--- config.mk ---
export PLATFORM = sky130hd
export DESIGN_NAME = ibex_pmp_csr_regs
export DESIGN_NICKNAME = d
export VERILOG_FILES = /design/src/rtl/ibex_pmp_csr_regs.sv
export SDC_FILE = /design/constraint.sdc
export NUM_CORES = 1
export LEC_CHECK = 0
export BUFFER_PORTS_ARGS = -buffer_cell sky130_fd_sc_hd__buf_4
export CAP_MARGIN = 40
export CORE_MARGIN = 1.5
export CORE_UTILIZATION = 50
export DETAILED_ROUTE_END_ITERATION = 8
export GPL_TIMING_DRIVEN = 1
export PLACE_DENSITY = 0.84
export SLEW_MARGIN = 5
export SYNTH_ARGS = -nofsm -noshare
export SYNTH_HDL_FRONTEND = slang
export SYNTH_SLANG_ARGS = --single-unit
--- constraint.sdc ---
create_clock -name clk_i -period 2.45 [get_ports clk_i]
set_input_delay 0.245 -clock clk_i [delete_from_list [all_inputs] [get_ports clk_i]]
set_output_delay 0.245 -clock clk_i [all_outputs]
set_load 0.02 [all_outputs]
--- src/rtl/ibex_pmp_csr_regs.sv ---
// PMP CSR bank: pmpcfg0-3 / pmpaddr0-15 storage with lock and WARL legalization.
// Optional feature macro IBEX_PMP_ENCRYPT_EN stores the per-region encrypt bit (cfg bit 5).
package ibex_pmp_csr_regs_pkg;
   typedef enum logic [1:0] {
      PMP_MODE_OFF   = 2'd0,
      PMP_MODE_TOR   = 2'd1,
      PMP_MODE_NA4   = 2'd2,
      PMP_MODE_NAPOT = 2'd3
   } pmp_mode_e;

   typedef struct packed {
      logic      lock;
      pmp_mode_e mode;
      logic      exec;
      logic      write;
      logic      read;
      logic      encrypt;
   } pmp_cfg_t;
endpackage

module ibex_pmp_csr_regs
   import ibex_pmp_csr_regs_pkg::*;
#(
   parameter int unsigned PMPGranularity = 0,
   parameter int unsigned PMPNumRegions  = 4
) (
   input  logic        clk_i,
   input  logic        rst_ni,
   input  logic        csr_access_i,
   input  logic        csr_we_i,
   input  logic [11:0] csr_addr_i,
   input  logic [31:0] csr_wdata_i,
   output logic        csr_hit_o,
   output logic [31:0] csr_rdata_o,
   output pmp_cfg_t    csr_pmp_cfg_o  [PMPNumRegions],
   output logic [33:0] csr_pmp_addr_o [PMPNumRegions],
   output logic        pmp_change_o
);

   // Read-back masks for coarse granularity; stored address bits are never altered.
   localparam logic [31:0] GRAN_CLR_MASK  = (PMPGranularity >= 1) ?
                                            ((32'd1 << PMPGranularity) - 32'd1) : 32'd0;
   localparam logic [31:0] NAPOT_SET_MASK = (PMPGranularity >= 2) ?
                                            ((32'd1 << (PMPGranularity - 1)) - 32'd1) : 32'd0;

   logic        is_cfg;
   logic        is_addr;
   logic        wr_en;
   pmp_cfg_t    cfg_cur  [16];
   logic [31:0] addr_cur [16];
   logic [15:0] cfg_wen;
   logic [15:0] addr_wen;
   logic        change_reg;
   logic [31:0] cfg_rdata;
   logic [31:0] addr_rdata;
   pmp_cfg_t    sel_cfg;
   logic [31:0] sel_addr;
   logic        unused_wdata;

   assign is_cfg    = (csr_addr_i[11:2] == 10'h0E8);
   assign is_addr   = (csr_addr_i[11:4] == 8'h3B);
   assign csr_hit_o = is_cfg | is_addr;
   assign wr_en     = csr_access_i & csr_we_i & csr_hit_o;

   // Reserved and unimplemented-region byte lanes are intentionally dropped.
   assign unused_wdata = ^csr_wdata_i;

   for (genvar gi = 0; gi < 16; gi++) begin : g_region
      if (gi < PMPNumRegions) begin : g_impl
         logic [7:0]  wbyte;
         logic        lock_reg;
         pmp_mode_e   mode_reg;
         logic        exec_reg;
         logic        write_reg;
         logic        read_reg;
         logic [31:0] addr_reg;
         logic        next_tor_locked;
         pmp_mode_e   mode_legal;
         logic        enc_bit;

         assign wbyte = csr_wdata_i[8*(gi%4) +: 8];
         assign cfg_wen[gi] = wr_en & is_cfg & (csr_addr_i[1:0] == 2'(gi/4)) & ~lock_reg;

         // A locked TOR region above uses this address as its base, so it is frozen too.
         if (gi + 1 < PMPNumRegions) begin : g_next
            assign next_tor_locked = cfg_cur[gi+1].lock & (cfg_cur[gi+1].mode == PMP_MODE_TOR);
         end else begin : g_last
            assign next_tor_locked = 1'b0;
         end

         assign addr_wen[gi] = wr_en & is_addr & (csr_addr_i[3:0] == 4'(gi)) &
                               ~lock_reg & ~next_tor_locked;

         assign mode_legal = (PMPGranularity >= 1 && wbyte[4:3] == 2'b10) ?
                             PMP_MODE_OFF : pmp_mode_e'(wbyte[4:3]);

         always_ff @(posedge clk_i or negedge rst_ni) begin
            if (!rst_ni) begin
               lock_reg  <= 1'b0;
               mode_reg  <= PMP_MODE_OFF;
               exec_reg  <= 1'b0;
               write_reg <= 1'b0;
               read_reg  <= 1'b0;
            end else if (cfg_wen[gi]) begin
               lock_reg  <= wbyte[7];
               mode_reg  <= mode_legal;
               exec_reg  <= wbyte[2];
               write_reg <= wbyte[1] & wbyte[0];
               read_reg  <= wbyte[0];
            end
         end

         always_ff @(posedge clk_i or negedge rst_ni) begin
            if (!rst_ni) begin
               addr_reg <= 32'd0;
            end else if (addr_wen[gi]) begin
               addr_reg <= csr_wdata_i;
            end
         end

`ifdef IBEX_PMP_ENCRYPT_EN
         logic enc_reg;
         always_ff @(posedge clk_i or negedge rst_ni) begin
            if (!rst_ni) begin
               enc_reg <= 1'b0;
            end else if (cfg_wen[gi]) begin
               enc_reg <= wbyte[5];
            end
         end
         assign enc_bit = enc_reg;
`else
         assign enc_bit = 1'b0;
`endif

         assign cfg_cur[gi]        = {lock_reg, mode_reg, exec_reg, write_reg, read_reg, enc_bit};
         assign addr_cur[gi]       = addr_reg;
         assign csr_pmp_cfg_o[gi]  = cfg_cur[gi];
         assign csr_pmp_addr_o[gi] = {addr_reg, 2'b00};
      end else begin : g_absent
         assign cfg_cur[gi]  = '0;
         assign addr_cur[gi] = 32'd0;
         assign cfg_wen[gi]  = 1'b0;
         assign addr_wen[gi] = 1'b0;
      end
   end

   function automatic logic [7:0] cfg_byte(input pmp_cfg_t c);
      return {c.lock, 1'b0, c.encrypt, c.mode, c.exec, c.write, c.read};
   endfunction

   always_comb begin
      cfg_rdata = 32'd0;
      for (int k = 0; k < 4; k++) begin
         cfg_rdata[8*k +: 8] = cfg_byte(cfg_cur[{csr_addr_i[1:0], 2'(k)}]);
      end
      sel_cfg  = cfg_cur[csr_addr_i[3:0]];
      sel_addr = addr_cur[csr_addr_i[3:0]];
      if (sel_cfg.mode == PMP_MODE_NAPOT || sel_cfg.mode == PMP_MODE_NA4) begin
         addr_rdata = sel_addr | NAPOT_SET_MASK;
      end else begin
         addr_rdata = sel_addr & ~GRAN_CLR_MASK;
      end
   end

   assign csr_rdata_o = !csr_hit_o ? 32'd0 : (is_cfg ? cfg_rdata : addr_rdata);

   always_ff @(posedge clk_i or negedge rst_ni) begin
      if (!rst_ni) begin
         change_reg <= 1'b0;
      end else begin
         change_reg <= (|cfg_wen) | (|addr_wen);
      end
   end

   assign pmp_change_o = change_reg;

endmodule

## Word level (Yosys, flattened, before mapping)

Cells that the tools add are included.
W data, S select, Z words.

| word-level totals | value |
|---|---|
| bits in registers | 153 |
| output and inout port bits | 198 |
| input bits | 48 |

| cells by class | value |
|---|---|
| reduce and logical (&&, ||, !) cells | 4 |
| muxes and demuxes | 17 |
| equality and inequality tests | 8 |
| bitwise operators | 41 |
| order comparisons | 5 |

Operators with widths:

| cell | number |
|---|---|
| $bmux W32 S4 | 1 |
| $mux W32 | 4 |
| $bmux W7 S4 | 4 |
| $mux W7 | 8 |
| $and A1 B1 Y1 | 27 |
| $ge A5 B5 Y1 const B | 5 |
| $not A4 Y5 | 5 |
| $eq A10 B8 Y1 const B | 1 |
| $eq A4 B2 Y1 const B | 2 |
| $eq A8 B6 Y1 const B | 1 |
| $reduce_or A4 Y1 | 2 |
| $not A1 Y1 | 7 |
| $eq A2 B1 Y1 const B | 3 |
| $eq A4 B1 Y1 const B | 1 |
| $logic_not A4 Y1 | 1 |
| $logic_not A2 Y1 | 1 |
| $or A1 B1 Y1 | 2 |

## Logic depth before layout (Yosys ltp)

Gate-level depths: netlist of run 1.

| depth | value |
|---|---|
| word-level depth | 9 |
| depth in mapped cells | 7 |
| mapped depth without buffers | 4 |

## Worst setup path before layout of run 1

Ideal clock, no wire load.

| path | value |
|---|---|
| path kind | input port to flip-flop |
| start | input csr_addr_i[10] |
| end | register g_region[3].g_impl.addr_reg[10] |
| required time | 2.325 ns |
| data arrival time | 1.833 ns |
| slack | 0.492 ns |
| buffers on the path | 3 |
| cell stages on the path | 7 |
| cells stage by stage | and4bb_1 and4_1 buf_4 or4b_1 buf_2 buf_6 mux2_4 |

| between the ends | value |
|---|---|
| longest elaborated chain between the ends | 6 |
| elaborated cells between the ends (all ways) | 7 |
| those cells by class | 2 x eq/ne; 5 x bitwise |

RTL lines:

| what | line | RTL |
|---|---|---|
| start, declared | 31 | `input logic [11:0] csr_addr_i,` |
| $eq A10 B8 Y1 / $eq A8 B6 Y1 (equally long branches) | 60, 61 |  |
| $or A1 B1 Y1 | 62 | `assign csr_hit_o = is_cfg \| is_addr;` |
| $and A1 B1 Y1 | 63 | `assign wr_en = csr_access_i & csr_we_i & csr_hit_o;` |
| $and A1 B1 Y1 (*) (3 in a row) | 91 | `assign addr_wen[gi] = wr_en & is_addr & (csr_addr_i[3:0] == 4'(gi)) &` |
| end signal, assigned | 117 | `addr_reg <= csr_wdata_i;` |
| end, declared | 76 | `logic [31:0] addr_reg;` |

Every way passes the cells marked *; elsewhere a longest branch is shown, timed or not.
A chain may end at the register's enable or synchronous reset.

## Final worst setup path of run 1

| path | value |
|---|---|
| start | input csr_addr_i[10] |
| end | output csr_rdata_o[25] |

| between the ends | value |
|---|---|
| longest elaborated chain between the ends | 3 |
| elaborated cells between the ends (all ways) | 5 |
| those cells by class | 2 x eq/ne; 2 x mux; 1 x bitwise |

RTL lines:

| what | line | RTL |
|---|---|---|
| $eq A10 B8 Y1 / $eq A8 B6 Y1 (equally long branches) | 60, 61 |  |
| $mux W32 / $or A1 B1 Y1 (equally long branches) | 165, 62 |  |
| $mux W32 (*) | 165 | `assign csr_rdata_o = !csr_hit_o ? 32'd0 : (is_cfg ? cfg_rdata : addr_rdata);` |
| end, declared | 34 | `output logic [31:0] csr_rdata_o,` |

Marked as above.

==> out/qor.log, run 1 <==
INFO  drt            routed_via_density=5.67
INFO  flow_run       maxCapViolCount=0
INFO  drt            detailroute.via_count=5156
INFO  timing         fmax=0.459GHz
INFO  critical_path  startpoint_type=input pin
INFO  timing         number_of_max_slew_violations_in_the_final_report=0
INFO  die            starting_utilization_of_the_core_area=51.8%
INFO  critical_path  crit_arrival=1940ps
INFO  timing         post-route-min-period=2180ps
INFO  critical_path  number_of_cells_on_the_worst_reg_to_reg_path=5
INFO  pwr            max-vdd-ir-drop=0.000385V
INFO  timing         finalHoldViolations=0
INFO  cells_and_area multiInputGateArea=3140um2
INFO  critical_path  worstReg2RegStart=g_region[0].g_impl.lock_reg
INFO  timing         setup_violators_final=0
INFO  clocking       ctsRootBufferMaster=sky130_fd_sc_hd__clkbuf_16
INFO  place          gp_routability_congestion=0.787
INFO  pwr            internal_power=4.14mW
INFO  logic_synthesis postSynthRegisterBits=153
INFO  logic_synthesis yosys.cell_types.count=35
INFO  logic_synthesis yosys_most_used_dff=sky130_fd_sc_hd__dfrtp_1
INFO  drt            dr.pass1.iters=4
INFO  logic_synthesis synthDominantCellAreaShare=52.6%
INFO  cells_and_area drive_above_1_share=64.5%
INFO  logic_synthesis synth_seq_area_share=52.6%
INFO  drt            avgRoutedWirePerCell=22.7um
INFO  min_path       hold_path.class=input pin to register
INFO  timing         final.period_utilization=89.0%
INFO  global_route   first_pass_grt_wire_length=31300um
INFO  die            fp.coreArea=14000um2
INFO  min_path       worstHoldPathCells=2
INFO  critical_path  worst-r2r-setup-slack=630ps
INFO  drt            antenna_left=0
INFO  pwr            power.density_cell_area=539nW/um2
INFO  logic_synthesis synth.avg_cell_area=15.2um2
INFO  drt            drt_wl_total=20600um
INFO  clocking       tritoncts.num_buffers=17
INFO  min_path       min_from=csr_wdata_i[23]
INFO  logic_synthesis synthArstFlopShare=100%
INFO  logic_synthesis synthTopCellsByCount=153 x sky130_fd_sc_hd__dfrtp_1, 112 x sky130_fd_sc_hd__mux2_2, 32 x sky130_fd_sc_hd__mux4_2
INFO  drt            routed.top_layer=met4
INFO  clocking       post_cts.repair.setup_buffers=0
INFO  clocking       tritoncts_clock_tree=done
INFO  cells_and_area insertedDiodeCount=0
INFO  clocking       ctsResizeCount=0
INFO  logic_synthesis post_syn_area=7280um2
INFO  logic_synthesis synth-edff-count=0
INFO  cells_and_area syn2layout_area_growth=34.4%
INFO  clocking       clock_sink_count=153
INFO  logic_synthesis synth.yosys.warnings=0
INFO  min_path       worstHoldEndpoint=g_region[2].g_impl.lock_reg
INFO  timing         final.hold.worst_slack=57.8ps
INFO  drt            drt_drc_violations_left=0
INFO  critical_path  crit-reg2reg-capture=g_region[0].g_impl.addr_reg[2]
INFO  pwr            share_comb_of_total_power=5.3%
INFO  place          port_buffers=233
INFO  global_route   globalRouteTotalUtil=27.9%
INFO  timing         finalClockSkew=3.92ps
INFO  pwr            netSwitchingFraction=21.4%
INFO  drt            dr.first_iter.drc_count=302
INFO  global_route   grt_max_degree=79
INFO  timing         total_negative_setup_slack=0ps
INFO  timing         rsz_0062_raised_after_global_routing=false
INFO  cells_and_area layout.filler_cells=987
INFO  clocking       number_of_buffers_between_clock_root_and_the_deepest_sink=2
INFO  critical_path  setup.worst_path.class=input pin to primary output
INFO  drt            wl_met2=10300um
INFO  timing         timing_worst_slew_pin_value=765ps
INFO  critical_path  data_required_time_of_the_critical_path=2200ps
INFO  die            ios=246
INFO  cells_and_area seqCellArea=3830um2
INFO  clocking       clkLatencyLatePin=420ps
INFO  clocking       htree_levels=4
INFO  logic_synthesis synth.most_common_cell=sky130_fd_sc_hd__dfrtp_1
INFO  critical_path  critical_path_peak_fanout=25
INFO  pwr            share_of_total_power_in_the_clock_network=46.5%
INFO  pwr            power_frac_seq=48.2%
INFO  die            die_x=124um
INFO  die            die-area=15300um2
INFO  pwr            net-switching-power=1.13mW
INFO  pwr            p_leak=5.23nW
INFO  drt            met1_length=8500um
INFO  logic_synthesis synth_area_leader_cell=sky130_fd_sc_hd__dfrtp_1
INFO  global_route   grt_overflow_total=0
INFO  outcome        outcome=finished clean
INFO  clocking       clk_pin_slew=60ps
INFO  logic_synthesis yosys-top-cells-area=sky130_fd_sc_hd__dfrtp_1 53%, sky130_fd_sc_hd__mux2_2 17%, sky130_fd_sc_hd__mux4_2 9.9%
INFO  logic_synthesis synthesis.instances=479
INFO  drt            route.met3.wl=1390um
INFO  die            row_count=43
INFO  cells_and_area nets=765
INFO  timing         timing.max_slew.rel_slack=49.0%
INFO  global_route   number_of_global_route_vias_before_repair=5292
INFO  place          detailed_place_hpwl=14700um
INFO  cells_and_area largest_register_ffs=128
INFO  global_route   initial_antenna_violation_count=0
INFO  critical_path  endpoint_kind=primary output
INFO  die            die-height=124um
## how the worst max path moves through the flow
stage                        start                              end  slack [ps]  cells after the start
CTS                 csr_addr_i[10]                   csr_rdata_o[9]         300                      8
global placement    csr_addr_i[10]  g_region[3].g_impl.addr_reg[18]         220                      6
detailed placement  csr_addr_i[10]  g_region[3].g_impl.addr_reg[18]         170                      6
global route        csr_addr_i[10]                  csr_rdata_o[25]         200                      8
finish              csr_addr_i[10]                  csr_rdata_o[25]         270                      8
floorplan           csr_addr_i[10]  g_region[3].g_impl.addr_reg[10]         490                      7
## stage by stage
step / worst slack, ps / utilization [%] / total power [mW] / cells / cell area (um2)
6_report: 270 / 69.6 / 5.27 / 909 / 9780
3_3_place_gp: 219 / 65.7 / 2.85 / 877 / 9220
2_1_floorplan: 492 / - / 2.69 / 490 / 7320
4_1_cts: 302 / 69.6 / 5.28 / 909 / 9780
5_1_grt: 202 / 69.6 / 5.45 / 909 / 9780
3_5_place_dp: 168 / 65.7 / 2.86 / 877 / 9220
## power by group through the flow
stage | Clock [mW] | Combinational, mW | Sequential, mW
after floorplan | 0 | 0.100 | 2.59
after global placement | 0 | 0.270 | 2.58
after detailed placement | 0 | 0.280 | 2.58
after CTS | 2.46 | 0.282 | 2.54
after global routing | 2.60 | 0.306 | 2.54
final | 2.45 | 0.279 | 2.54
## worst max-delay path, stage by stage
cell and delay (ps):
sky130_fd_sc_hd__buf_4 120, sky130_fd_sc_hd__and4bb_1 320, sky130_fd_sc_hd__and4_2 280, sky130_fd_sc_hd__buf_4 190
sky130_fd_sc_hd__buf_4 360, sky130_fd_sc_hd__nand2_1 80, sky130_fd_sc_hd__o21ai_0 130, sky130_fd_sc_hd__buf_4 200
## area by class of cell
| class | count | share of cell area, % |
|---|---|---|
| sequential | 153 | 39.2 |
| multi-input combinational | 276 | 32.1 |
| timing repair buffer | 264 | 20.7 |
| clock buffer | 29 | 5.22 |
| tap | 180 | 2.30 |
| clock inverter | 2 | 0.358 |
| inverter | 5 | 0.192 |
## layout by cell type, fill, tap and decap left out, types with 2 or more instances in the layout
cell and count:
sky130_fd_sc_hd__a21o_1 4, sky130_fd_sc_hd__a22o_1 20, sky130_fd_sc_hd__and2_1 8, sky130_fd_sc_hd__buf_12 3, sky130_fd_sc_hd__buf_4 259, sky130_fd_sc_hd__clkbuf_1 8
sky130_fd_sc_hd__clkbuf_16 17, sky130_fd_sc_hd__clkbuf_8 4, sky130_fd_sc_hd__conb_1 12, sky130_fd_sc_hd__dfrtp_1 153, sky130_fd_sc_hd__inv_1 5, sky130_fd_sc_hd__mux2_1 2
sky130_fd_sc_hd__mux2_2 112, sky130_fd_sc_hd__mux2_4 30, sky130_fd_sc_hd__mux2i_1 4, sky130_fd_sc_hd__mux4_2 32, sky130_fd_sc_hd__nand2_1 14, sky130_fd_sc_hd__nand3_1 2
sky130_fd_sc_hd__nand3b_1 2, sky130_fd_sc_hd__nor2_1 6, sky130_fd_sc_hd__nor3_1 4, sky130_fd_sc_hd__nor3_2 4, sky130_fd_sc_hd__nor4_4 2, sky130_fd_sc_hd__o21ai_0 4
## kinds of logic (layout without fill, tap and decap cells)
logic type	Yosys count	in the layout	synth area share, %
other cells	1	12	0.0515
flops	153	153	52.6
compound gates	31	31	3.42
mux	180	180	34.3
buf+inv	61	300	5.19
simple gates	53	53	4.45
## layer usage
metal / global-route usage [%] / vias up
li1: - / 2205
met1: 38.0 / 2702
met2: 45.0 / 219
met3: 6.50 / 30
met4: 8.41 / 0
met5: 0 / -
## what timing repair did
| action | CTS | global route |
|---|---|---|
| hold buffers | 1 | 0 |
| endpoints found under the setup margin | 0 | 0 |
| hold endpoints to repair | 74 | 0 |
No activity file was read; power rests on OpenSTA's default activity.
==> run 2: changes to the inputs <==
--- a/config.mk
+++ b/config.mk
@@ -5,12 +5,14 @@
 export SDC_FILE = /design/constraint.sdc
 export NUM_CORES = 1
 export LEC_CHECK = 0
+export ABC_AREA = 1
 export BUFFER_PORTS_ARGS = -buffer_cell sky130_fd_sc_hd__buf_4
 export CAP_MARGIN = 40
 export CORE_MARGIN = 1.5
 export CORE_UTILIZATION = 50
 export DETAILED_ROUTE_END_ITERATION = 8
 export GPL_TIMING_DRIVEN = 1
+export HOLD_SLACK_MARGIN = 0.06
 export PLACE_DENSITY = 0.84
 export SLEW_MARGIN = 5
 export SYNTH_ARGS = -nofsm -noshare
==> out/qor.log, run 2 <==
INFO  logic_synthesis synthTopCellsByCount=315 x sky130_fd_sc_hd__nand2_1, 153 x sky130_fd_sc_hd__dfrtp_1, 94 x sky130_fd_sc_hd__o21ai_1
INFO  clocking       clkLatencyLatePin=430ps [about the same]
INFO  die            row_count=43 [unchanged]
INFO  drt            avgRoutedWirePerCell=17.9um [-21%]
INFO  pwr            share_comb_of_total_power=5.1% [-0.2 points]
INFO  logic_synthesis yosys-top-cells-area=sky130_fd_sc_hd__dfrtp_1 53%, sky130_fd_sc_hd__nand2_1 16%, sky130_fd_sc_hd__o21ai_1 6.5%
INFO  global_route   grt_overflow_total=0 [unchanged]
INFO  critical_path  crit_arrival=1850ps [-90 ps]
INFO  drt            antenna_left=0 [unchanged]
INFO  drt            dr.first_iter.drc_count=508 [+68%]
INFO  die            starting_utilization_of_the_core_area=51.9% [+0.071 points]
INFO  clocking       clk_pin_slew=60ps [about the same]
INFO  cells_and_area drive_above_1_share=29.7% [-35 points]
INFO  cells_and_area nets=1133 [+48%]
INFO  cells_and_area most_common_cell_after_layout_fill_and_taps_aside=sky130_fd_sc_hd__nand2_1
INFO  critical_path  startpoint_type=input pin
INFO  timing         setup_violators_final=0 [unchanged]
INFO  place          gp_routability_congestion=0.832 [+5.7%]
INFO  pwr            net-switching-power=1.19mW [+5.9%]
INFO  timing         rsz_0062_raised_after_global_routing=false
INFO  clocking       post_cts.repair.setup_buffers=0 [unchanged]
INFO  cells_and_area final_cell_mix=315 x sky130_fd_sc_hd__nand2_1, 249 x sky130_fd_sc_hd__buf_4, 153 x sky130_fd_sc_hd__dfrtp_1
INFO  timing         finalClockSkew=8.54ps [+4.62 ps]
INFO  min_path       hold_path.class=input pin to register
INFO  clocking       htree_levels=4 [unchanged]
INFO  global_route   number_of_global_route_vias_before_repair=6529 [+23%]
INFO  die            die_x=124um [about the same]
INFO  logic_synthesis postSynthRegisterBits=153 [unchanged]
INFO  cells_and_area layout.filler_cells=1112 [+13%]
INFO  die            fp.coreArea=14000um2 [unchanged]
INFO  timing         number_of_max_slew_violations_in_the_final_report=0 [unchanged]
INFO  logic_synthesis synth_seq_area_share=52.5% [-0.072 points]
INFO  timing         final.hold.worst_slack=79.3ps [+21.5 ps]
INFO  critical_path  setup.worst_path.class=input pin to primary output
INFO  die            ios=246 [unchanged]
INFO  drt            detailroute.via_count=7007 [+36%]
INFO  logic_synthesis synth_area_leader_cell=sky130_fd_sc_hd__dfrtp_1
INFO  min_path       min_from=csr_wdata_i[24]
INFO  critical_path  endpoint_kind=primary output
INFO  drt            routed.top_layer=met4
INFO  logic_synthesis yosys_most_used_dff=sky130_fd_sc_hd__dfrtp_1
INFO  clocking       ctsRootBufferMaster=sky130_fd_sc_hd__clkbuf_16
INFO  die            die-height=124um [about the same]
INFO  logic_synthesis synthArstFlopShare=100% [unchanged]
INFO  critical_path  worstReg2RegStart=g_region[2].g_impl.mode_reg[0]
INFO  clocking       tritoncts_clock_tree=done
INFO  drt            drt_wl_total=22800um [+11%]
INFO  place          detailed_place_hpwl=15400um [+4.8%]
INFO  cells_and_area largest_register_ffs=128 [unchanged]
INFO  clocking       clock_sink_count=153 [unchanged]
INFO  timing         timing.max_slew.rel_slack=43.4% [-5.6 points]
INFO  critical_path  data_required_time_of_the_critical_path=2200ps [about the same]
INFO  cells_and_area seqCellArea=3830um2 [unchanged]
INFO  drt            met1_length=9300um [+9.4%]
INFO  drt            dr.pass1.iters=5 [+1]
INFO  drt            drt_drc_violations_left=0 [unchanged]
INFO  timing         fmax=0.478GHz [+4.1%]
INFO  clocking       number_of_buffers_between_clock_root_and_the_deepest_sink=2 [unchanged]
INFO  place          port_buffers=233 [unchanged]
INFO  timing         total_negative_setup_slack=0ps [unchanged]
INFO  timing         final.period_utilization=85.5% [-3.5 points]
INFO  die            die-area=15300um2 [+0.14%]
INFO  timing         post-route-min-period=2090ps [-85.8 ps]
INFO  pwr            netSwitchingFraction=22.5% [+1.2 points]
INFO  drt            route.met3.wl=2180um [+58%]
INFO  drt            wl_met2=10600um [+2.4%]
INFO  logic_synthesis yosys.cell_types.count=28 [-20%]
INFO  global_route   first_pass_grt_wire_length=35100um [+12%]
INFO  global_route   initial_antenna_violation_count=0 [unchanged]
INFO  pwr            internal_power=4.10mW [-1.1%]
INFO  outcome        outcome=finished clean
INFO  cells_and_area multiInputGateArea=2810um2 [-10%]
INFO  place          placed_inst_area=9040um2 [-2.0%]
INFO  pwr            power_frac_seq=47.8% [-0.4 points]
INFO  logic_synthesis synth.most_common_cell=sky130_fd_sc_hd__nand2_1
INFO  critical_path  worst_path_largest_cell_delay=310ps [-50 ps]
INFO  global_route   grt_max_degree=68 [-14%]
INFO  pwr            share_of_total_power_in_the_clock_network=47.1% [+0.6 points]
INFO  clocking       tritoncts.num_buffers=17 [unchanged]
INFO  logic_synthesis synth-edff-count=0 [unchanged]
INFO  logic_synthesis post_syn_area=7290um2 [+0.14%]
INFO  critical_path  worstPathCellList=buf_4 -> inv_1 -> nor2_4 -> buf_4 -> nand2_1 -> nand4_1 -> a21oi_1 -> nor2_1 -> buf_4
INFO  pwr            power.density_cell_area=550nW/um2 [+2.2%]
INFO  drt            routed_via_density=5.49 [-3.3%]
INFO  global_route   globalRouteTotalUtil=30.6% [+2.6 points]
INFO  cells_and_area insertedDiodeCount=0 [unchanged]
INFO  logic_synthesis synthesis.instances=871 [+82%]
INFO  pwr            p_leak=5.11nW [-2.3%]
INFO  critical_path  critical_path_peak_fanout=14 [-44%]
INFO  clocking       ctsResizeCount=0 [unchanged]
INFO  pwr            max-vdd-ir-drop=0.000445V [+16%]
INFO  logic_synthesis synth.yosys.warnings=0 [unchanged]
INFO  critical_path  slowest_stage_cell_crit_path=sky130_fd_sc_hd__buf_4
INFO  cells_and_area finalCoreUtilization=68.4% [-1.2 points]
INFO  logic_synthesis synth.avg_cell_area=8.37um2 [-45%]
INFO  logic_synthesis synthDominantCellAreaShare=52.5% [-0.072 points]
INFO  flow_run       maxCapViolCount=0 [unchanged]
INFO  timing         finalHoldViolations=0 [unchanged]
INFO  cells_and_area syn2layout_area_growth=31.9%
INFO  critical_path  setup.worst_path.start=csr_addr_i[1]
INFO  critical_path  cp_common_cell=sky130_fd_sc_hd__buf_4
INFO  cells_and_area post-route-cell-area=9610um2 [-1.7%]
INFO  timing         timing_worst_slew_pin_value=849ps [+83.8 ps]
==> run 2: changes by cell type in the layout (fill, tap and decap cells not counted), sizes merged, moves of 11 or more <==
cell / before / now
a22o: 20 / 0
a22oi: 0 / 14
buf: 263 / 252
inv: 5 / 67
mux2: 144 / 0
mux4: 32 / 0
nand2: 14 / 323
nand3: 2 / 18
nand4: 1 / 21
nor2: 7 / 24
o21ai: 4 / 160
==> run 2: layer usage <==
layer	global-route usage, %	vias up
li1	-	3220
met1	41.1	3318
met5	0	-
met3	6.87	62
met2	47.8	407
met4	13.4	0
==> run 2: power groups by stage <==
stage               logic, mW  registers, mW  clock network (mW)
global route            0.299           2.53                2.64
global placement        0.268           2.57                   0
CTS                     0.274           2.53                2.51
detailed placement      0.271           2.57                   0
floorplan               0.109           2.57                   0
finish                  0.272           2.53                2.49
==> run 2: final timing paths <==
kind / end / slack, ps / cells past startpoint
setup / recovery: csr_rdata_o[18] / 360 / 9
hold / removal: g_region[3].g_impl.write_reg / 80 / 3
setup reg to reg: pmp_change_o / 410 / 8
hold reg to reg: g_region[3].g_impl.addr_reg[15] / 510 / 2
max in group asynchronous: g_region[0].g_impl.addr_reg[10] / 1360 / 3
min in group asynchronous: g_region[0].g_impl.read_reg / 420 / 2
==> run 2: metrics by stage <==
| step | power, mW | worst slack (ps) | cells |
|---|---|---|---|
| detailed placement | 2.84 | 418 | 1245 |
| global route | 5.46 | 230 | 1277 |
| finish | 5.29 | 356 | 1277 |
| global placement | 2.84 | 420 | 1245 |
| CTS | 5.31 | 381 | 1277 |
| floorplan | 2.68 | 851 | 882 |
==> run 2: cell type report <==
class	instances	share of cell area, %
clock inverters	7	0.703
repair buffers	253	20.1
well taps	180	2.34
clock buffers	24	5.12
flip-flops and latches	153	39.8
inverters	68	2.67
multi-input cells	592	29.2
==> run 2: kinds of logic after synthesis <==
family	synth area share [%]
simple gates	22.5
compound gates	15.1
flops	52.5
buf+inv	9.87
other cells	0.0515
==> run 2: worst max-delay path: cells and delay by family <==
kind	cells	cell delay [ps]
buf+inv	4	720
compound gates	1	90
simple gates	4	780
==> run 2: timing repair <==
| action | CTS | global route |
|---|---|---|
| hold buffers | 1 | 0 |
| hold endpoints to repair | 65 | 0 |
| endpoints found under the setup margin | 0 | 0 |
